$ cat config.mk
export PLATFORM = sky130hd
export DESIGN_NAME = rr_encoder16
export DESIGN_NICKNAME = d
export VERILOG_FILES = /design/src/rtl/rr_encoder16_pkg.sv /design/src/rtl/rr_encoder16_pick.sv /design/src/rtl/rr_encoder16.sv
export SDC_FILE = /design/constraint.sdc
export NUM_CORES = 1
export LEC_CHECK = 0
export ABC_AREA = 1
export CAP_MARGIN = 20
export CELL_PAD_IN_SITES_DETAIL_PLACEMENT = 0
export CELL_PAD_IN_SITES_GLOBAL_PLACEMENT = 1
export CORE_MARGIN = 2
export CORE_UTILIZATION = 39
export CTS_CLUSTER_SIZE = 12
export DETAILED_ROUTE_END_ITERATION = 16
export HOLD_SLACK_MARGIN = 0.05
export MAX_ROUTING_LAYER = met4
export PLACE_DENSITY = 0.92
export SLEW_MARGIN = 20
export SYNTH_ARGS = -nofsm -noshare
export SYNTH_HDL_FRONTEND = slang
export SYNTH_SLANG_ARGS = --single-unit
export TNS_END_PERCENT = 5
$ cat constraint.sdc
create_clock -name clk -period 5.2 [get_ports clk]
set_input_delay 0.52 -clock clk [delete_from_list [all_inputs] [get_ports clk]]
set_output_delay 0.52 -clock clk [all_outputs]
set_load 0.05 [all_outputs]
$ cat src/rtl/rr_encoder16_pkg.sv
// Shared constants for the round-robin request encoder: default sizes and FSM state codes.
package rr_encoder16_pkg;

    localparam int N_DEF = 16;
    localparam int W_DEF = 4;

    localparam logic [0:0] ST_IDLE = 1'b0;
    localparam logic [0:0] ST_HOLD = 1'b1;

endpackage

$ cat src/rtl/rr_encoder16_pick.sv
// Combinational round-robin picker: lowest set request at or above ptr, wrapping to the bottom.
module rr_pick
    import rr_encoder16_pkg::*;
#(
    parameter int N = N_DEF,
    parameter int W = W_DEF
) (
    input  logic [N-1:0] req_i,
    input  logic [W-1:0] ptr_i,
    output logic [W-1:0] winner_o,
    output logic         any_o
);

    logic [2*N-1:0] dbl;
    logic [N-1:0]   rot;
    logic [W-1:0]   idx;

    // Rotate so ptr lands on bit 0, fixed-priority encode, then add ptr back (mod N).
    always_comb begin
        dbl = {req_i, req_i} >> ptr_i;
        rot = dbl[N-1:0];
        idx = '0;
        for (int i = N - 1; i >= 0; i--) begin
            if (rot[i]) idx = W'(i);
        end
        winner_o = idx + ptr_i;
    end

    assign any_o = |req_i;

endmodule

$ cat src/rtl/rr_encoder16.sv
// Round-robin 16-to-4 request encoder with registered valid/ready output.
// Optional multi-hot flag enabled by defining MULTI_DETECT_EN.
module rr_encoder16
    import rr_encoder16_pkg::*;
#(
    parameter int N = N_DEF,
    parameter int W = W_DEF
) (
    input  logic         clk,
    input  logic         rst,
    input  logic [N-1:0] req,
    input  logic         out_ready,
    output logic         out_valid,
    output logic [W-1:0] code,
    output logic         multi,
    output logic [0:0]   dbg_state,
    output logic [W-1:0] dbg_ptr
);

    // Handshake: a code transfers on any rising edge where out_valid and out_ready are both 1;
    // while out_valid is 1 and out_ready is 0, code and multi are held unchanged.

    logic [0:0]   state_q, state_d;
    logic [W-1:0] ptr_q, ptr_d;
    logic [W-1:0] code_q, code_d;
    logic         valid_q, valid_d;
    logic         multi_q, multi_d;

    logic         xfer;
    logic [W-1:0] ptr_next;
    logic [W-1:0] search_ptr;
    logic [W-1:0] winner;
    logic         any;
    logic         multi_now;

    assign xfer       = (state_q == ST_HOLD) && out_ready;
    assign ptr_next   = code_q + {{(W-1){1'b0}}, 1'b1};
    // A capture on the transfer edge must search from the already-advanced pointer.
    assign search_ptr = xfer ? ptr_next : ptr_q;

    rr_pick #(.N(N), .W(W)) u_pick (
        .req_i    (req),
        .ptr_i    (search_ptr),
        .winner_o (winner),
        .any_o    (any)
    );

`ifdef MULTI_DETECT_EN
    assign multi_now = |(req & (req - {{(N-1){1'b0}}, 1'b1}));
`else
    assign multi_now = 1'b0;
`endif

    always_comb begin
        state_d = state_q;
        ptr_d   = ptr_q;
        code_d  = code_q;
        valid_d = valid_q;
        multi_d = multi_q;
        case (state_q)
            ST_IDLE: begin
                if (any) begin
                    code_d  = winner;
                    valid_d = 1'b1;
                    multi_d = multi_now;
                    state_d = ST_HOLD;
                end
            end
            default: begin
                if (xfer) begin
                    ptr_d = ptr_next;
                    if (any) begin
                        code_d  = winner;
                        multi_d = multi_now;
                    end else begin
                        valid_d = 1'b0;
                        state_d = ST_IDLE;
                    end
                end
            end
        endcase
    end

    always_ff @(posedge clk or posedge rst) begin
        if (rst) begin
            state_q <= ST_IDLE;
            ptr_q   <= '0;
            code_q  <= '0;
            valid_q <= 1'b0;
            multi_q <= 1'b0;
        end else begin
            state_q <= state_d;
            ptr_q   <= ptr_d;
            code_q  <= code_d;
            valid_q <= valid_d;
            multi_q <= multi_d;
        end
    end

    assign out_valid = valid_q;
    assign code      = code_q;
    assign multi     = multi_q;
    assign dbg_state = state_q;
    assign dbg_ptr   = ptr_q;

endmodule
==> out/results.tsv, run 1 <==
stage	metric	value	unit
outcome	run_status	finished clean	
final_layout	layout.cell_area.non_filler	0.002057	sq mm
worst_setup_path	critPathArrivalTime	4.39	ns
worst_setup_path	setup.worst_path.start_class	input pin	
die	coreArea	0.004324	sq mm
die	die_h	70.92	um
sta	worst-slew-pin-transition	0.8582	ns
routing	routed-wl-met2	2257	um
routing	wl_met3	203	um
sta	timing.final.crit_period	4.279	ns
clock_tree	tritoncts	done	
routing	number_of_drc_violations_after_detailed_routing_iteration_0	54	
sta	slew_headroom	0.4278	
place	dp_slack	0.7323	ns
clock_tree	clock_tree.root_cell	sky130_fd_sc_hd__clkbuf_8	
routing	drt-wirelength-per-cell	12.07	um
sta	finalSetupTns	0	ns
sta	finalMaxSlewViolations	0	
logic_synthesis	syn-instance-count	308	
die	die_x	70.92	um
routing	dr_total_vias	1978	
clock_tree	clk_path_buf_depth	2	
logic_synthesis	post_synth_fa_ha_maj_area_fraction	0.04011	
worst_setup_path	endpoint_kind	flip-flop	
logic_synthesis	synth_area_in_compound_gates	0.1347	
logic_synthesis	synth_sequential_area_ratio	0.1433	
sta	final_critical_path_share_of_the_clock_period	0.8229	
logic_synthesis	synth_top_family_by_area	simple AND/OR/NAND/NOR gates	
final_layout	finalNetCount	357	
power	power.leakage	1.064	nW
logic_synthesis	syn_avg_cell_area	5.671	sq um
routing	antenna_left	0	
worst_setup_path	cp.required	5.31	ns
routing	route.layer.met1.wl	2087	um
place	dpl-instance-area	0.002016	sq mm
die	row_count	24	
logic_synthesis	post_synth_num_cell_types	37	
sta	timing.final.ws_setup	0.9210	ns
clock_tree	post_cts_hold_buffer_count	0	
sta	grt_setup_unrepaired	false	
worst_hold_path	hold_class	reg -> reg	
grt	number_of_global_route_vias_before_repair	1802	
logic_synthesis	synth.cell_area	0.001747	sq mm
grt	grt-ovfl-total	0	
place	post-dp-hpwl	3895	um
routing	drt-pass1-iter-count	4	
power	power.density_cell_area	735.1	mW/mm^2
clock_tree	cts_inserted_buffers	3	
logic_synthesis	flop_and_latch_count_out_of_synthesis	10	
routing	totalWireLength	4622	um
final_layout	layout.core_utilization	0.4757	
die	ios	30	
clock_tree	worst_setup_hold_path_clk_slew	0.04	ns
clock_tree	htree_levels	1	
power	p_total	1.512	mW
logic_synthesis	muxShareOfSynthArea	0.006447	
final_layout	layout-drive-gt1-share	0.08157	
logic_synthesis	fraction_of_synthesized_cell_area_in_xor_and_xnor_cells	0.02507	
clock_tree	cts_resized	0	
die	design.die.area	0.005030	sq mm
run	max_cap_viol_count	0	
logic_synthesis	net_count_after_synthesis	332	
logic_synthesis	ys_warn_count	0	
power	worst_ir_drop_vdd	0.2240	mV
final_layout	syn_to_final_growth	17.76	%
grt	grt_pass1_wl	8052	um
sta	fmaxAchievable	0.2337	GHz
worst_setup_path	timing.reg2reg.setup_slack	1.24	ns
clock_tree	clock_insertion_delay_worst_skew	0.24	ns
place	placed_cells_incl_taps	380	
die	start_util	0.4039	
place	portBuffers	28	
routing	drc	0	
grt	groute.usage.overall	0.1996	
sta	final-hold-violation-count	0	
routing	vias_per_cell	5.164	
sta	timing.final.setup_violations	0	
sta	fin_clk_skew	0.003712	ns
worst_setup_path	critical_path_peak_fanout	24	
clock_tree	clock_sinks	10	
routing	highest_layer	met4	
logic_synthesis	post_synth_and_or_nand_nor_area_fraction	0.5265	
final_layout	fin_cells	383	
clock_tree	cts_post_setup_buffers_inserted	0	
grt	pin_count_of_the_biggest_net_entering_global_routing	26	
worst_setup_path	worstSetupPathType	in -> reg	
final_layout	antenna_diode_instance_count	0	
place	gpl.final_weighted_congestion	0.9270	
grt	antenna_violations_before_repair	0	
sta	worst_hold_slack	0.5478	ns
## registers in the layout, indices dropped and copies added, names as in the netlist
signal,cells
out_valid,1
dbg_state,1
code,4
dbg_ptr,4
## cells in the mapped netlist
| master | instances | area (sq um) |
|---|---|---|
| sky130_fd_sc_hd__a21boi_0 | 1 | 7.510 |
| sky130_fd_sc_hd__a21boi_1 | 1 | 7.510 |
| sky130_fd_sc_hd__a21o_1 | 1 | 7.510 |
| sky130_fd_sc_hd__a21oi_1 | 2 | 10.01 |
| sky130_fd_sc_hd__a21oi_2 | 1 | 8.760 |
| sky130_fd_sc_hd__a31oi_1 | 5 | 31.28 |
| sky130_fd_sc_hd__and2_1 | 2 | 12.51 |
| sky130_fd_sc_hd__buf_12 | 1 | 20.02 |
| sky130_fd_sc_hd__buf_2 | 3 | 15.01 |
| sky130_fd_sc_hd__buf_4 | 2 | 15.01 |
| sky130_fd_sc_hd__buf_6 | 3 | 33.78 |
| sky130_fd_sc_hd__clkinv_4 | 1 | 8.760 |
| sky130_fd_sc_hd__conb_1 | 1 | 3.750 |
| sky130_fd_sc_hd__dfrtp_1 | 10 | 250.2 |
| sky130_fd_sc_hd__fa_1 | 1 | 20.02 |
| sky130_fd_sc_hd__ha_1 | 4 | 50.05 |
| sky130_fd_sc_hd__inv_1 | 31 | 116.4 |
| sky130_fd_sc_hd__inv_2 | 1 | 3.750 |
| sky130_fd_sc_hd__mux2_2 | 1 | 11.26 |
| sky130_fd_sc_hd__nand2_1 | 116 | 435.4 |
| sky130_fd_sc_hd__nand2_2 | 7 | 43.79 |
| sky130_fd_sc_hd__nand2_4 | 3 | 33.78 |
| sky130_fd_sc_hd__nand3_1 | 53 | 265.3 |
| sky130_fd_sc_hd__nand3_2 | 2 | 20.02 |
| sky130_fd_sc_hd__nand3b_1 | 1 | 7.510 |
| sky130_fd_sc_hd__nand4_1 | 3 | 18.77 |
| sky130_fd_sc_hd__nor2_1 | 14 | 52.55 |
| sky130_fd_sc_hd__nor2_2 | 3 | 18.77 |
| sky130_fd_sc_hd__nor3_1 | 1 | 5.000 |
| sky130_fd_sc_hd__o21a_1 | 2 | 15.01 |
| sky130_fd_sc_hd__o21ai_0 | 13 | 65.06 |
| sky130_fd_sc_hd__o21ai_1 | 8 | 40.04 |
| sky130_fd_sc_hd__o21ai_2 | 3 | 26.28 |
| sky130_fd_sc_hd__o21ai_4 | 1 | 16.27 |
| sky130_fd_sc_hd__or2_0 | 1 | 6.260 |
| sky130_fd_sc_hd__xnor2_1 | 3 | 26.28 |
| sky130_fd_sc_hd__xor2_1 | 2 | 17.52 |
## area by class of cell
cell class                      instances  area, sq um
Tap cell                               52        65.06
Clock buffer                            3        41.29
Timing Repair Buffer                   29        287.8
Sequential cell                        10        250.2
Fill cell                             477         2267
Multi-Input combinational cell        256         1284
Inverter                               33        128.9
## worst max-delay path, cell delays in order
cell	delay [ns]
sky130_fd_sc_hd__clkdlybuf4s50_1	0.56
sky130_fd_sc_hd__nand2_2	0.22
sky130_fd_sc_hd__o21ai_2	0.75
sky130_fd_sc_hd__o21ai_0	0.37
sky130_fd_sc_hd__nand2_1	0.12
sky130_fd_sc_hd__o21ai_0	0.11
sky130_fd_sc_hd__nand2_1	0.11
sky130_fd_sc_hd__a31oi_1	0.05
sky130_fd_sc_hd__o21ai_0	0.14
sky130_fd_sc_hd__nand2_1	0.06
sky130_fd_sc_hd__a21boi_0	0.34
sky130_fd_sc_hd__ha_1	0.31
sky130_fd_sc_hd__a21o_1	0.16
sky130_fd_sc_hd__a21oi_1	0.15
sky130_fd_sc_hd__xor2_1	0.18
sky130_fd_sc_hd__xor2_1	0.16
sky130_fd_sc_hd__o21ai_1	0.07
## worst paths after layout
check / start / to / cells after the start
hold reg to reg: code[3] / code[3] / 2
hold / removal: code[3] / code[3] / 2
setup / recovery: out_ready / code[3] / 17
max in group asynchronous: rst / code[3] / 2
min in group asynchronous: rst / out_valid / 2
setup reg to reg: code[0] / code[3] / 17
## per-layer routing
metal / up-vias / GRT usage
met5: - / -
met1: 878 / 0.2446
met3: 6 / 0.01709
met2: 42 / 0.3562
li1: 1052 / -
met4: 0 / 0.04403
## cell families (layout without fill, tap and decap cells)
logic type / after synthesis / after routing
simple gates: 206 / 206
buf+inv: 42 / 65
compound gates: 38 / 38
flops: 10 / 10
fa+ha+maj: 5 / 5
xor+xnor: 5 / 5
other cells: 1 / 1
mux: 1 / 1
## report_power, final
part | leakage (nW) | internal (mW) | total, mW | switching (mW)
sequential | 0.115 | 0.110 | 0.139 | 0.0293
combinational | 0.928 | 0.444 | 1.29 | 0.850
clock | 0.0216 | 0.0506 | 0.0793 | 0.0288
total | 1.06 | 0.604 | 1.51 | 0.908
## placed cells by master (no fill, tap or decap), types with 2 or more instances in the layout
master	synthesis	routed
sky130_fd_sc_hd__ha_1	4	4
sky130_fd_sc_hd__clkbuf_8	0	3
sky130_fd_sc_hd__nand2_2	7	7
sky130_fd_sc_hd__nand2_1	116	116
sky130_fd_sc_hd__a21oi_1	2	2
sky130_fd_sc_hd__and2_1	2	2
sky130_fd_sc_hd__nand4_1	3	3
sky130_fd_sc_hd__nand3_2	2	2
sky130_fd_sc_hd__clkdlybuf4s50_1	0	28
sky130_fd_sc_hd__nand2_4	3	3
sky130_fd_sc_hd__o21ai_1	8	8
sky130_fd_sc_hd__o21ai_0	13	13
sky130_fd_sc_hd__nor2_1	14	14
sky130_fd_sc_hd__a31oi_1	5	5
sky130_fd_sc_hd__xor2_1	2	2
sky130_fd_sc_hd__o21a_1	2	2
sky130_fd_sc_hd__xnor2_1	3	3
sky130_fd_sc_hd__dfrtp_1	10	10
sky130_fd_sc_hd__o21ai_2	3	3
sky130_fd_sc_hd__nor2_2	3	3
sky130_fd_sc_hd__inv_1	31	31
sky130_fd_sc_hd__nand3_1	53	53
Power figures use the tool's default switching activity.
==> run 2, diff against run 1 <==
--- a/config.mk
+++ b/config.mk
@@ -10,12 +10,12 @@
 export CELL_PAD_IN_SITES_DETAIL_PLACEMENT = 0
 export CELL_PAD_IN_SITES_GLOBAL_PLACEMENT = 1
 export CORE_MARGIN = 2
-export CORE_UTILIZATION = 39
+export CORE_UTILIZATION = 36
 export CTS_CLUSTER_SIZE = 12
 export DETAILED_ROUTE_END_ITERATION = 16
 export HOLD_SLACK_MARGIN = 0.05
 export MAX_ROUTING_LAYER = met4
-export PLACE_DENSITY = 0.92
+export PLACE_DENSITY = 0.86
 export SLEW_MARGIN = 20
 export SYNTH_ARGS = -nofsm -noshare
 export SYNTH_HDL_FRONTEND = slang
==> constraint.sdc (replaced) <==
create_clock -name clk -period 4.3 [get_ports clk]
set_input_delay 0.43 -clock clk [delete_from_list [all_inputs] [get_ports clk]]
set_output_delay 0.43 -clock clk [all_outputs]
set_load 0.05 [all_outputs]
==> out/results.tsv, run 2 (synthesized netlist as in run 1, its figures left out) <==
stage	metric	value	unit	change
die	die_h	73.66	um	was 70.92 um
final_layout	finalNetCount	360		was 357
sta	final-hold-violation-count	0		unchanged
place	dpl-instance-area	0.002041	sq mm	was 0.002016 sq mm
routing	dr_total_vias	1958		was 1978
die	coreArea	0.004692	sq mm	was 0.004324 sq mm
die	start_util	0.3723		was 0.4039
routing	drt-wirelength-per-cell	12.56	um	was 12.07 um
final_layout	layout-drive-gt1-share	0.08982		was 0.08157
die	row_count	25		was 24
routing	antenna_left	0		unchanged
place	portBuffers	28		unchanged
sta	fin_clk_skew	0.005682	ns	was 0.003712 ns
power	worst_ir_drop_vdd	0.3188	mV	was 0.2240 mV
grt	pin_count_of_the_biggest_net_entering_global_routing	26		unchanged
clock_tree	cts_post_setup_buffers_inserted	0		unchanged
sta	finalMaxSlewViolations	0		unchanged
routing	number_of_drc_violations_after_detailed_routing_iteration_0	71		was 54
power	p_total	1.831	mW	was 1.512 mW
grt	grt-ovfl-total	0		unchanged
final_layout	layout_commonest_cell	sky130_fd_sc_hd__nand2_1		unchanged
final_layout	final_cell_mix	sky130_fd_sc_hd__nand2_1, sky130_fd_sc_hd__nand3_1, sky130_fd_sc_hd__inv_1, sky130_fd_sc_hd__clkdlybuf4s50_1, sky130_fd_sc_hd__nor2_1		unchanged
clock_tree	cts_resized	0		unchanged
routing	vias_per_cell	5.046		was 5.164
worst_setup_path	critical_path_peak_fanout	16		was 24
final_layout	antenna_diode_instance_count	0		unchanged
final_layout	layout.cell_area.non_filler	0.002082	sq mm	was 0.002057 sq mm
die	design.die.area	0.005425	sq mm	was 0.005030 sq mm
worst_setup_path	endpoint_kind	flip-flop		unchanged
routing	totalWireLength	4873	um	was 4622 um
grt	antenna_violations_before_repair	0		unchanged
power	power_report.internal_total	0.7374	mW	was 0.6041 mW
clock_tree	cts_inserted_buffers	3		unchanged
worst_hold_path	hold_class	in -> async		was reg -> reg
grt	number_of_global_route_vias_before_repair	1847		was 1802
power	power.share.sequential	0.093		was 0.092
clock_tree	htree_levels	1		unchanged
clock_tree	clock_insertion_delay_worst_skew	0.24	ns	about the same
clock_tree	post_cts_hold_buffer_count	0		unchanged
sta	finalSetupTns	0	ns	unchanged
power	share_clk_of_total_power	0.053		was 0.052
routing	drc	0		unchanged
clock_tree	tritoncts	done		unchanged
worst_setup_path	critPathArrivalTime	3.99	ns	was 4.39 ns
power	switching_power_share_of_the_total	0.5973		was 0.6005
worst_setup_path	cp.required	4.41	ns	was 5.31 ns
die	ios	30		unchanged
sta	final_critical_path_share_of_the_clock_period	0.9027		
clock_tree	clock_sinks	10		unchanged
power	power.switching	1.094	mW	was 0.9080 mW
sta	slew_headroom	0.4356		was 0.4278
power	power.density_cell_area	879.5	mW/mm^2	was 735.1 mW/mm^2
die	die_x	73.66	um	was 70.92 um
final_layout	syn_to_final_growth	19.20	%	was 17.76%
power	power.leakage	1.078	nW	was 1.064 nW
clock_tree	clk_path_buf_depth	2		unchanged
clock_tree	clock_tree.root_cell	sky130_fd_sc_hd__clkbuf_8		unchanged
grt	groute.usage.overall	0.1985		was 0.1996
outcome	run_status	finished clean		unchanged
worst_setup_path	setup.worst_path.start_class	input pin		unchanged
routing	drt-pass1-iter-count	4		unchanged
place	gpl.final_weighted_congestion	0.8599		was 0.9270
worst_setup_path	worstSetupPathType	in -> reg		unchanged
power	combinationalPowerShare	0.854		was 0.855
grt	grt_pass1_wl	8169	um	was 8052 um
run	max_cap_viol_count	0		unchanged
sta	worst-slew-pin-transition	0.8465	ns	was 0.8582 ns
sta	grt_setup_unrepaired	false		unchanged
sta	timing.final.setup_violations	0		unchanged
sta	timing.final.crit_period	3.881	ns	
clock_tree	worst_setup_hold_path_clk_slew	0.05	ns	was 0.04 ns
sta	fmaxAchievable	0.2576	GHz	
place	post-dp-hpwl	4038	um	was 3895 um
-- run 2: power by group through the flow --
| stage | logic [mW] | clock network (mW) | registers, mW |
|---|---|---|---|
| after floorplan | 1.13 | 0 | 0.290 |
| after global placement | 1.56 | 0 | 0.169 |
| after detailed placement | 1.56 | 0 | 0.173 |
| after CTS | 1.57 | 0.0996 | 0.172 |
| after global routing | 1.77 | 0.105 | 0.176 |
| final | 1.56 | 0.0971 | 0.170 |
-- run 2: path summary, 6_finish.rpt --
path,from,slack (ns),to,cells after the start
max reg2reg,code[0],0.47,code[3],17
min,rst,0.47,code[0],2
max,out_ready,0.42,code[3],21
min in group clk,code[3],0.55,code[3],2
min reg2reg,code[3],0.55,code[3],2
max in group asynchronous,rst,3.53,code[2],2
-- run 2: final cells by class --
| type | instances | area [sq um] |
|---|---|---|
| Fill cell | 510 | 2610 |
| Multi-Input combinational cell | 256 | 1284 |
| Timing Repair Buffer | 32 | 310.3 |
| Sequential cell | 10 | 250.2 |
| Inverter | 33 | 128.9 |
| Tap cell | 54 | 67.56 |
| Clock buffer | 3 | 41.29 |
-- run 2: critical path, cell delays in order --
cell and delay, ns:
sky130_fd_sc_hd__clkdlybuf4s50_1 0.55, sky130_fd_sc_hd__nand3_2 0.28, sky130_fd_sc_hd__nand2_4 0.30, sky130_fd_sc_hd__nand2_1 0.11
sky130_fd_sc_hd__nand2_1 0.08, sky130_fd_sc_hd__nand2_1 0.04, sky130_fd_sc_hd__nand2_1 0.10, sky130_fd_sc_hd__nor2_1 0.05
sky130_fd_sc_hd__a31oi_1 0.23, sky130_fd_sc_hd__nand2_1 0.07, sky130_fd_sc_hd__nand2_1 0.11, sky130_fd_sc_hd__nand2_1 0.07
sky130_fd_sc_hd__o21ai_0 0.16, sky130_fd_sc_hd__nand2_1 0.08, sky130_fd_sc_hd__a21boi_0 0.31, sky130_fd_sc_hd__ha_1 0.31
sky130_fd_sc_hd__a21o_1 0.15, sky130_fd_sc_hd__a21oi_1 0.14, sky130_fd_sc_hd__xor2_1 0.18, sky130_fd_sc_hd__xor2_1 0.16
sky130_fd_sc_hd__o21ai_1 0.07
-- run 2: metal layers --
metal,track usage,wire [um],up-vias,share of wire
li1,-,-,1049,-
met1,0.2301,2160,860,0.44
met2,0.3651,2473,44,0.51
met3,0.01783,197,5,0.040
met4,0.04848,42,0,0.0086
met5,-,0,-,0
-- run 2: metrics by stage --
step,utilization,std cells,hold slack (ns),setup WS [ns]
5_1_grt,0.4437,388,0.5378,0.001464
4_1_cts,0.4437,388,0.4887,0.4010
2_1_floorplan,-,308,0.2702,0.8442
3_3_place_gp,0.4349,385,0.5399,0.1769
6_report,0.4437,388,0.4748,0.4186
3_5_place_dp,0.4349,385,0.5505,0.1675
==> run 3, diff against run 2 <==
--- a/config.mk
+++ b/config.mk
@@ -6,7 +6,6 @@
 export NUM_CORES = 1
 export LEC_CHECK = 0
 export ABC_AREA = 1
-export CAP_MARGIN = 20
 export CELL_PAD_IN_SITES_DETAIL_PLACEMENT = 0
 export CELL_PAD_IN_SITES_GLOBAL_PLACEMENT = 1
 export CORE_MARGIN = 2
==> results of run 3 <==
The final DEF is identical to that of run 2; final timing and power are the same.
